`src/rtl/mult_booth_ctrl.sv`:
```
// mult_booth_ctrl: radix-2 Booth sequencer for a signed 32x32 multiply on a shared external adder
// Ports: i_clock/i_reset (async active-low), i_start with i_operand_a (M) / i_operand_b (Q),
// o_adder_a/o_adder_b/o_adder_cin driven to the RCA, i_adder_sum/i_adder_cout from it,
// o_busy (RUN), o_result_rdy (one-cycle DONE pulse), o_result (low product word), o_exception (overflow).
module mult_booth_ctrl #(
  parameter int WIDTH = 32
) (
  input  logic             i_clock,
  input  logic             i_reset,
  input  logic             i_start,
  input  logic [WIDTH-1:0] i_operand_a,
  input  logic [WIDTH-1:0] i_operand_b,
  output logic [WIDTH-1:0] o_adder_a,
  output logic [WIDTH-1:0] o_adder_b,
  output logic             o_adder_cin,
  input  logic [WIDTH-1:0] i_adder_sum,
  input  logic             i_adder_cout,
  output logic             o_busy,
  output logic             o_result_rdy,
  output logic [WIDTH-1:0] o_result,
  output logic             o_exception
);
  typedef enum logic [1:0] {IDLE, RUN, DONE} state_t;
  state_t           r_state;
  logic [4:0]       r_cnt;
  logic [WIDTH-1:0] r_m, r_p_hi, r_p_lo;
  logic             r_q_m1;
  logic             w_run, w_add, w_sub, w_v, w_s, w_unused;
  logic [WIDTH-1:0] w_hi_nx, w_lo_nx;
  assign w_unused = i_adder_cout;
  assign w_run = r_state == RUN;
  assign w_add = w_run && !r_p_lo[0] && r_q_m1;
  assign w_sub = w_run && r_p_lo[0] && !r_q_m1;
  assign o_adder_a = w_run ? r_p_hi : '0;
  assign o_adder_b = w_add ? r_m : w_sub ? ~r_m : '0;
  assign o_adder_cin = w_sub;
  // The 32-bit sum can wrap (e.g. 0 - 0x80000000); v recovers the true sign bit for the shift-in.
  assign w_v = (o_adder_a[WIDTH-1] == o_adder_b[WIDTH-1]) && (i_adder_sum[WIDTH-1] != o_adder_a[WIDTH-1]);
  assign w_s = i_adder_sum[WIDTH-1] ^ w_v;
  assign w_hi_nx = {w_s, i_adder_sum[WIDTH-1:1]};
  assign w_lo_nx = {i_adder_sum[0], r_p_lo[WIDTH-1:1]};
  always_ff @(posedge i_clock or negedge i_reset) begin
    if (!i_reset) begin
      r_state <= IDLE;
      r_cnt <= '0;
      r_m <= '0;
      r_p_hi <= '0;
      r_p_lo <= '0;
      r_q_m1 <= 1'b0;
      o_busy <= 1'b0;
      o_result_rdy <= 1'b0;
      o_result <= '0;
      o_exception <= 1'b0;
    end else begin
      o_result_rdy <= 1'b0;
      if (w_run) begin
        r_p_hi <= w_hi_nx;
        r_p_lo <= w_lo_nx;
        r_q_m1 <= r_p_lo[0];
        r_cnt <= r_cnt + 5'd1;
        if (r_cnt == 5'd31) begin
          r_state <= DONE;
          o_busy <= 1'b0;
          o_result_rdy <= 1'b1;
          o_result <= w_lo_nx;
          o_exception <= w_hi_nx != {WIDTH{w_lo_nx[WIDTH-1]}};
        end
      end else if (i_start) begin
        r_state <= RUN;
        r_cnt <= '0;
        r_m <= i_operand_a;
        r_p_hi <= '0;
        r_p_lo <= i_operand_b;
        r_q_m1 <= 1'b0;
        o_busy <= 1'b1;
      end else begin
        r_state <= IDLE;
      end
    end
  end
endmodule

```
`config.mk`:
```
export PLATFORM = sky130hd
export DESIGN_NAME = mult_booth_ctrl
export DESIGN_NICKNAME = d
export VERILOG_FILES = /design/src/rtl/mult_booth_ctrl.sv
export SDC_FILE = /design/constraint.sdc
export NUM_CORES = 1
export LEC_CHECK = 0
export CORE_ASPECT_RATIO = 2
export CORE_MARGIN = 5
export CORE_UTILIZATION = 44
export CTS_BUF_LIST = sky130_fd_sc_hd__clkbuf_8
export DETAILED_ROUTE_END_ITERATION = 6
export PLACE_DENSITY = 0.85
export SETUP_SLACK_MARGIN = 0.1
export SLEW_MARGIN = 40
export SYNTH_ARGS = -nofsm -noshare
export SYNTH_HDL_FRONTEND = slang
export SYNTH_SLANG_ARGS = --single-unit
export TNS_END_PERCENT = 20
```
`constraint.sdc`:
```
create_clock -name i_clock -period 1.62 [get_ports i_clock]
set_input_delay 0.324 -clock i_clock [delete_from_list [all_inputs] [get_ports i_clock]]
set_output_delay 0.324 -clock i_clock [all_outputs]
set_load 0.005 [all_outputs]
```
==> results of run 1 <==
[metal layers]
layer	part of all wire [%]	vias up	global-route usage [%]
li1	-	2548	-
met1	36	2703	23.11
met5	0	-	0
met3	3.7	59	4.137
met2	55	179	38.12
met4	5.4	0	13.13
[layout by cell type, fill, tap and decap left out, types with 3 or more instances in the layout]
cell / synthesis / final
a31oi_1: 4 / 4
and2_1: 33 / 19
and2_4: 0 / 14
buf_12: 0 / 11
buf_2: 21 / 46
buf_4: 0 / 33
buf_6: 1 / 21
bufinv_16: 0 / 3
clkbuf_16: 0 / 6
clkbuf_2: 1 / 4
clkbuf_8: 0 / 17
clkdlybuf4s50_1: 0 / 96
clkinv_4: 0 / 5
dfrtp_1: 139 / 139
dlygate4sd2_1: 0 / 35
inv_1: 3 / 4
mux2_2: 64 / 37
mux2_4: 0 / 27
mux2i_1: 32 / 32
nand2_1: 139 / 135
nand2_4: 0 / 4
nand3_1: 3 / 3
nand3b_1: 34 / 34
nand4_1: 6 / 6
nor2_1: 9 / 7
nor3_1: 4 / 4
nor4_1: 6 / 6
o21ai_0: 69 / 36
o21ai_1: 1 / 13
o21ai_2: 0 / 20
[Yosys cell counts, drive strengths merged (2+ instances only)]
cell type	instances
nor2b	2
nand2	140
nor3	4
o21ai	70
a21o	2
nand4	6
a211o	2
mux2i	32
nand3	3
clkbuf	16
nor4	6
inv	3
and2	33
nand3b	34
mux2	64
dfrtp	139
nor2	9
buf	25
ha	2
a31oi	4
and3	2
[metrics by stage]
stage | TNS, ns | hold WS (ns) | util [%]
3_5_place_dp | -19.23 | 0.2662 | 61.87
4_1_cts | -26.37 | 0.3422 | 64.88
2_1_floorplan | 0 | 0.02841 | -
3_3_place_gp | -17.18 | 0.2789 | 61.87
6_report | -31.60 | 0.3846 | 67.34
5_1_grt | -40.08 | 0.3977 | 67.34
[cell type report]
cell class                 count  share of cell area [%]
tap                          192                   2.499
multi-input combinational    422                   31.20
clock buffer                  17                   2.434
antenna                        2                 0.05207
inverter                       3                  0.1692
clock inverter                15                   1.822
sequential                   139                   36.19
timing repair buffer         257                   25.63
[registers in the layout (all words and copies together), names as in the netlist, 2 cells and up]
signal / flops
r_cnt: 5
r_m: 32
r_p_lo: 32
o_result: 32
r_state: 2
r_p_hi: 32
[power breakdown]
part | internal (mW) | switching [mW]
Sequential | 4.92 | 1.10
Combinational | 4.06 | 2.99
Clock | 1.52 | 1.38
Total | 10.5 | 5.48
[logic make-up (layout without fill, tap and decap cells)]
family	Yosys count	count (layout)	synth area share, %
adder cells (fa/ha/maj)	2	2	0.3932
multiplexers	96	96	16.36
other	0	2	0
AO/OA/AOI/OAI	81	81	6.724
AND/OR/NAND/NOR	243	243	18.72
buffers and inverters	44	292	3.146
flip-flops	139	139	54.66
[how the worst min path moves through the flow]
stage | to | cells after the start | slack [ns] | from
2_1_floorplan | o_busy$_DFFE_PN0P_ | 0 | 0.03 | i_reset
3_3_place_gp | o_result[8]$_DFFE_PN0P_ | 1 | 0.28 | i_reset
3_5_place_dp | o_result[10]$_DFFE_PN0P_ | 1 | 0.27 | i_reset
4_1_cts | o_result[10]$_DFFE_PN0P_ | 2 | 0.34 | i_reset
5_1_grt | o_result[10]$_DFFE_PN0P_ | 2 | 0.40 | i_reset
6_report | o_result[10]$_DFFE_PN0P_ | 2 | 0.38 | i_reset
[what timing repair did]
| action | 4_1_cts | 5_1_grt |
|---|---|---|
| endpoints found under the hold margin | 38 | 0 |
| pin swaps | 13 | 11 |
| resized for setup | 235 | 197 |
| setup buffers | 6 | 2 |
| cloned | 2 | 7 |
| setup endpoints to repair | 136 | 136 |
| hold buffers | 1 | 0 |
==> qor.yml, run 1 <==
place_ws_ns: -0.4172
htree_levels: 4
fp.dieW_um: 95.04
drv_cap: 0
start_kind: "flip-flop"
n_fill_cell: 1140
yosys_warnings: 0
finalWorstSetupSlack_ns: -0.5234
area_growth_pct: 51.04
maxSlewHeadroom_pct: 71.81
grt_pass1_vias: 5597
critPathMaxStageDelay_ns: 0.42
clk_pin_slew_ns: 0.08
netlist_area_um2: 6364
final_hold_viol_count: 0
critPathLaunch: "r_state[1]$_DFFE_PN0P_"
report.power.total_mw: 15.98
cpMaxStageDelayCell: "dfrtp_1"
synth_cell_types: 33
power_density_nw_per_um2: 1663
synth-seq-cells: 139
synth_largest_area_cell: "dfrtp_1"
grt_use_total_pct: 21.64
die_area_um2: 17110
placed_area_um2: 8831
fp-row-count: 62
peakVddDrop_mv: 0.8815
crit_chain: "buf_6 -> nand4bb_4 -> buf_12 -> buf_6 -> o21ai_1 -> buf_2"
drt_wl_total_mm: 19.21
finalCritPeriodShare_pct: 132.3
critical_path_required_ns: 1.30
syn_area_per_cell_um2: 10.52
vias: 5489
dr.pass1.iters: 4
dominantRegCellSynth: "dfrtp_1"
r2r-start: "r_state[0]$_DFFE_PN0P_"
syn-instance-count: 605
cp_num_buf_inv: 4
arrival_ns: 1.82
start_util_pct: 44.58
hold_class: "input port to asynchronous set/reset pin"
layout-drive-gt1-share_pct: 31.42
clock_path_buffers: 2
cp-endpoint: "o_adder_b[19]"
cts_buffers: 17
io_buffers: 198
grt_max_degree: 50
crit_family: "buffers and inverters"
yosysSeqAreaShare_pct: 54.66
clockRootBuffer: "clkbuf_8"
fmax_mhz: 466.6
p_leak_nw: 4.666
place_inst: 995
synth_nets: 707
clock-sinks: 139
fin_area_um2: 9612
antenna_left: 0
routabilityCongestion: 0.8551
coreArea_um2: 14270
slew_violations: 0
nets: 942
vias_per_cell: 5.243
grt_setup_unrepaired: "true"
grt_antenna_before_repair: 2
synth_edf_count: 0
routedWlPerCell_um: 18.35
die_y_um: 180.1
r2r_slack_ns: -0.18
overflow: 0
fin_cells: 1047
endpoint_kind: "primary output"
async_reset_ff_share_pct: 100.0
rr_worst_depth: 8
dp_hpwl_mm: 12.77
path_depth: 6
worstSetupPathType: "flip-flop to primary output"
layout.area.seq_um2: 3478
worst_pin_slew_ns: 0.4228
outcome: "complete, but fails checks"
synth_area_leaders: "dfrtp_1, mux2_2, nand2_1"
fin_crit_ns: 2.143
grt_pass1_wl_mm: 28.57
drc: 0
skew_ns: 0.01645
clock_latency_ns: 0.44
yosysTopAreaCellShare_pct: 54.66
worst-path-max-fanout: 8
drt_iter0_drc: 189
worstReg2RegEnd: "o_result[17]$_DFFE_PN0P_"
setup_viol: 100
num_io_pins: 200
violations: "negative setup slack"
cts_tree: "done"
crit_path_frequent_cell: "buf_6"
multiInputGateArea_um2: 2999
Power figures use the tool's default switching activity.
==> run 2, diff against run 1 <==
--- a/config.mk
+++ b/config.mk
@@ -7,10 +7,9 @@
 export LEC_CHECK = 0
 export CORE_ASPECT_RATIO = 2
 export CORE_MARGIN = 5
-export CORE_UTILIZATION = 44
-export CTS_BUF_LIST = sky130_fd_sc_hd__clkbuf_8
+export CORE_UTILIZATION = 42
 export DETAILED_ROUTE_END_ITERATION = 6
-export PLACE_DENSITY = 0.85
+export PLACE_DENSITY = 0.82
 export SETUP_SLACK_MARGIN = 0.1
 export SLEW_MARGIN = 40
 export SYNTH_ARGS = -nofsm -noshare
==> qor.yml, run 2 (synthesis gave the netlist of run 1 again) <==
clockRootBuffer: "clkbuf_16"
drv_cap: 0  # unchanged
clock_latency_ns: 0.41  # -0.03 ns
fp.dieW_um: 97.04  # +2.1%
fp-row-count: 63  # +1.6%
clock-sinks: 139  # unchanged
worst_pin_slew_ns: 0.4072  # -0.01563 ns
violations: "negative setup slack"
overflow: 0  # unchanged
start_kind: "flip-flop"
timing.hold.ws_ns: 0.3093  # -0.07528 ns
setup_viol: 103  # +3.0%
worstSetupPathType: "flip-flop to primary output"
grt_setup_unrepaired: "true"
slew_violations: 0  # unchanged
drt_iter0_drc: 244  # +29%
worst-path-max-fanout: 10  # +2
arrival_ns: 1.72  # -0.10 ns
grt_use_total_pct: 21.28  # -0.36 points
fin_crit_ns: 2.040  # -0.1029 ns
start_util_pct: 42.71  # -1.9 points
grt_max_degree: 51  # +2.0%
coreArea_um2: 14900  # +4.4%
io_buffers: 198  # unchanged
grt_pass1_vias: 5768  # +3.1%
vias_per_cell: 5.196  # -0.88%
power_density_nw_per_um2: 1689  # +1.6%
drt_wl_total_mm: 19.29  # +0.42%
hold_class: "input port to asynchronous set/reset pin"
n_fill_cell: 1159  # +1.7%
final_cell_mix: "dfrtp_1, nand2_1, clkdlybuf4s50_1"
clock_path_buffers: 2  # unchanged
p_leak_nw: 4.788  # +2.6%
nets: 966  # +2.5%
final_hold_viol_count: 0  # unchanged
vias: 5581  # +1.7%
cts_tree: "done"
outcome: "complete, but fails checks"
skew_ns: 0.01246  # -0.003994 ns
antenna_left: 0  # unchanged
maxSlewHeadroom_pct: 72.85  # +1.0 points
clk_pin_slew_ns: 0.07  # about the same
grt_pass1_wl_mm: 30.08  # +5.3%
routedWlPerCell_um: 17.96  # -2.1%
num_io_pins: 200  # unchanged
layout-drive-gt1-share_pct: 32.61  # +1.2 points
dp_hpwl_mm: 12.75  # -0.14%
finalWorstSetupSlack_ns: -0.4205  # +0.1029 ns
fmax_mhz: 490.1  # +5.0%
grt_antenna_before_repair: 2  # unchanged
final_common_cell: "dfrtp_1"
peakVddDrop_mv: 1.008  # +14%
cts_buffers: 17  # unchanged
finalCritPeriodShare_pct: 126.0  # -6.4 points
drc: 0  # unchanged
critical_path_required_ns: 1.30  # about the same
area_growth_pct: 55.90
routabilityCongestion: 0.8392  # -1.9%
tns_ns: -28.78  # +2.829 ns
dr.pass1.iters: 5  # +1
die_y_um: 184.1  # +2.2%
htree_levels: 4  # unchanged
die_area_um2: 17860  # +4.4%
endpoint_kind: "primary output"
[run 2: cell count changes in the layout (fill, tap and decap cells not counted), sizes merged]
cell / previous run / this run
clkinv: 7 / 6
clkbuf: 27 / 21
buf: 114 / 146
inv: 6 / 8
bufinv: 3 / 0
[run 2: final cells by class]
| class | instances | area, um^2 | area share, % |
|---|---|---|---|
| clock buffers | 19 | 442.9 | 4.465 |
| clock inverters | 13 | 107.6 | 1.085 |
| flip-flops and latches | 139 | 3478 | 35.06 |
| multi-input cells | 422 | 2894 | 29.17 |
| diodes | 2 | 5.005 | 0.05045 |
| inverters | 3 | 11.26 | 0.1135 |
| well taps | 195 | 244.0 | 2.459 |
| repair buffers | 281 | 2738 | 27.59 |
[run 2: what timing repair did]
item                                   4_1_cts  5_1_grt
resized for setup                          374       67
cloned                                       7        2
endpoints found under the hold margin      105        0
pin swaps                                   15       11
buffers inserted                            23        4
setup endpoints to repair                  158      137
hold buffers                                 1        0
[run 2: per-layer routing]
metal / track usage [%] / vias up / share of wire, %
met3: 4.330 / 52 / 3.8
met2: 39.81 / 168 / 58
met5: 0 / - / 0
met1: 21.69 / 2761 / 33
met4: 12.15 / 0 / 4.8
li1: - / 2600 / -
[run 2: power breakdown]
part | switching, mW | leakage (nW) | total (mW) | internal [mW]
registers | 1.02 | 1.66 | 5.95 | 4.93
clock network | 1.56 | 0.265 | 3.60 | 2.03
logic | 2.99 | 2.86 | 7.21 | 4.22
total | 5.57 | 4.79 | 16.8 | 11.2
[run 2: final timing paths]
path                                         from                        to  slack (ns)  depth (start not counted)
setup reg to reg           r_state[0]$_DFFE_PN0P_   o_result[1]$_DFFE_PN0P_       -0.30                          9
min in group i_clock                      i_start      r_cnt[1]$_DFFE_PN0P_        0.48                          4
setup / recovery           r_state[1]$_DFFE_PN0P_              o_adder_b[3]       -0.42                          7
hold reg to reg             r_p_hi[4]$_DFFE_PN0P_     r_p_hi[4]$_DFFE_PN0P_        0.50                          2
max in group asynchronous                 i_reset  o_result[22]$_DFFE_PN0P_        0.68                          3
hold / removal                            i_reset   o_result[7]$_DFFE_PN0P_        0.31                          2
[run 2: critical path: stages (launching register included)]
cell and delay (ns):
dfrtp_1 0.42, nor2b_4 0.17, and2_4 0.21, buf_16 0.14, buf_6 0.11, nand2_1 0.05, o21ai_1 0.07, buf_2 0.15
[run 2: metrics by stage]
| stage | utilization, % | power (mW) | instances | cell area (um^2) | setup slack, ns |
|---|---|---|---|---|---|
| after floorplan | - | 8.428 | 605 | 6392 | 0.02415 |
| after global placement | 59.44 | 12.08 | 1004 | 8855 | -0.3189 |
| after detailed placement | 59.44 | 12.30 | 1004 | 8855 | -0.3629 |
| after CTS | 64.72 | 16.30 | 1067 | 9642 | -0.4600 |
| after global routing | 66.59 | 17.81 | 1074 | 9921 | -0.5002 |
| final | 66.59 | 16.76 | 1074 | 9921 | -0.4205 |
==> RTL change (config.mk and constraints of run 1) <==
Set the parameter `WIDTH` to 64 (it was 32).
--- a/src/rtl/mult_booth_ctrl.sv
+++ b/src/rtl/mult_booth_ctrl.sv
@@ -3,7 +3,7 @@
 // o_adder_a/o_adder_b/o_adder_cin driven to the RCA, i_adder_sum/i_adder_cout from it,
 // o_busy (RUN), o_result_rdy (one-cycle DONE pulse), o_result (low product word), o_exception (overflow).
 module mult_booth_ctrl #(
-  parameter int WIDTH = 32
+  parameter int WIDTH = 64
 ) (
   input  logic             i_clock,
   input  logic             i_reset,
Ports: changed (6 resized); port bits go from 200 to 392. No check against the original RTL was run, so the function may have changed too.
==> RTL change against run 1 <==
The flow still finishes with violations (negative setup slack). Cell count rose by 110%. Wire length grew 140%. Cell area increased by 100%. Clock power grew 96%. Sequential cell count is 128 higher. Power is 110% higher. Synthesized area is 92% higher. Setup slack worse by 0.41 ns. Via count rose by 110%. Core utilization rose by 3.5 points.
==> RTL change: results (changes against run 1) <==
{| class="wikitable"
! Metric !! Value
|-
| Post-layout net count || 2003 (was 942)
|-
| Most instantiated cells after synthesis || nand2_1, dfrtp_1, o21ai_0 (was dfrtp_1, nand2_1, o21ai_0)
|-
| VDD IR max || 811.9 uV (was 881.5 uV)
|-
| Count of instances resized after the clock tree is built || 462 (was 235)
|-
| Length of the first detailed-routing pass in iterations || 5 (was 4)
|-
| Sum of net half-perimeters after detailed placement || 28440 um (was 12770 um)
|-
| Sequential fraction of total cell area || 0.3424 (was 0.3619)
|-
| Total setup buffers inserted after CTS || 41 (was 6)
|-
| Finish-stage setup viols || 306 (was 100)
|-
| DRT iter0 DRCs || 685 (was 189)
|-
| Clock buffers || 45 (was 17)
|-
| Clk network pwr share || 0.170 (was 0.182)
|-
| Sequential fraction of design power || 0.359 (was 0.377)
|-
| Biggest cell delay along the critical path || 0.39 ns (was 0.42 ns)
|-
| Area taken by multi-input logic gates || 5767 um^2 (was 2999 um^2)
|-
| Least setup slack across all paths after layout || -0.9305 ns (was -0.5234 ns)
|-
| Post-synthesis cell type count || 35 (was 33)
|-
| Areal power density over the cells || 1714 nW/um^2 (was 1663 nW/um^2)
|-
| Met3 track demand over resource || 0.03913 (was 0.04137)
|-
| Outcome || finished with violations (unchanged)
|-
| Clock-pin slew on the worst setup and hold paths || 0.06 ns (was 0.08 ns)
|-
| Initial antenna violation count || 5 (was 2)
|-
| Cell types with the largest area share after synthesis || dfrtp_1, nand2_1, mux2i_1 (was dfrtp_1, mux2_2, nand2_1)
|-
| Sum of routed wire length over all layers || 45610 um (was 19210 um)
|-
| CTS sink count || 267 (was 139)
|-
| Avg Vias per Cell || 5.396 (was 5.243)
|-
| Crit Path Max Fanout || 5 (was 8)
|-
| Insertion delay of the later-clocked pin in the worst-skew pair || 0.52 ns (was 0.44 ns)
|-
| Violations in the final reports || negative setup slack (unchanged)
|-
| Routability congestion estimate from global placement || 0.8651 (was 0.8551)
|-
| Core region area || 27550 um^2 (was 14270 um^2)
|-
| Routed length on met2 || 24630 um (was 10600 um)
|-
| Number of diodes || 5 (was 2)
|}
[RTL change: cells by family after synthesis]
family,count (synthesis),share of synthesized area
AOI/OAI and AO/OA,149,0.06308
muxes,129,0.1121
DFF,267,0.5459
buffers and inverters,91,0.03404
adders and majority gates,3,0.002862
and+or+nand+nor,650,0.2420
[RTL change: final timing paths]
| kind | to | start | slack, ns |
|---|---|---|---|
| setup / recovery | o_adder_b[29] | r_p_lo[0] | -0.93 |
| hold / removal | o_result[53] | i_reset | 0.27 |
| setup reg to reg | o_result[2] | r_state[1] | -0.34 |
| hold reg to reg | o_result[11] | o_result[11] | 0.47 |
| max in group asynchronous | r_p_lo[15] | i_reset | 0.64 |
| min in group i_clock | r_p_hi[6] | i_adder_sum[7] | 0.39 |
[RTL change: per-stage QoR]
step,std cells,cell area (um^2)
after floorplan,1289,12400
after global placement,2023,17100
after detailed placement,2023,17100
after CTS,2136,18540
after global routing,2182,19510
final,2182,19510
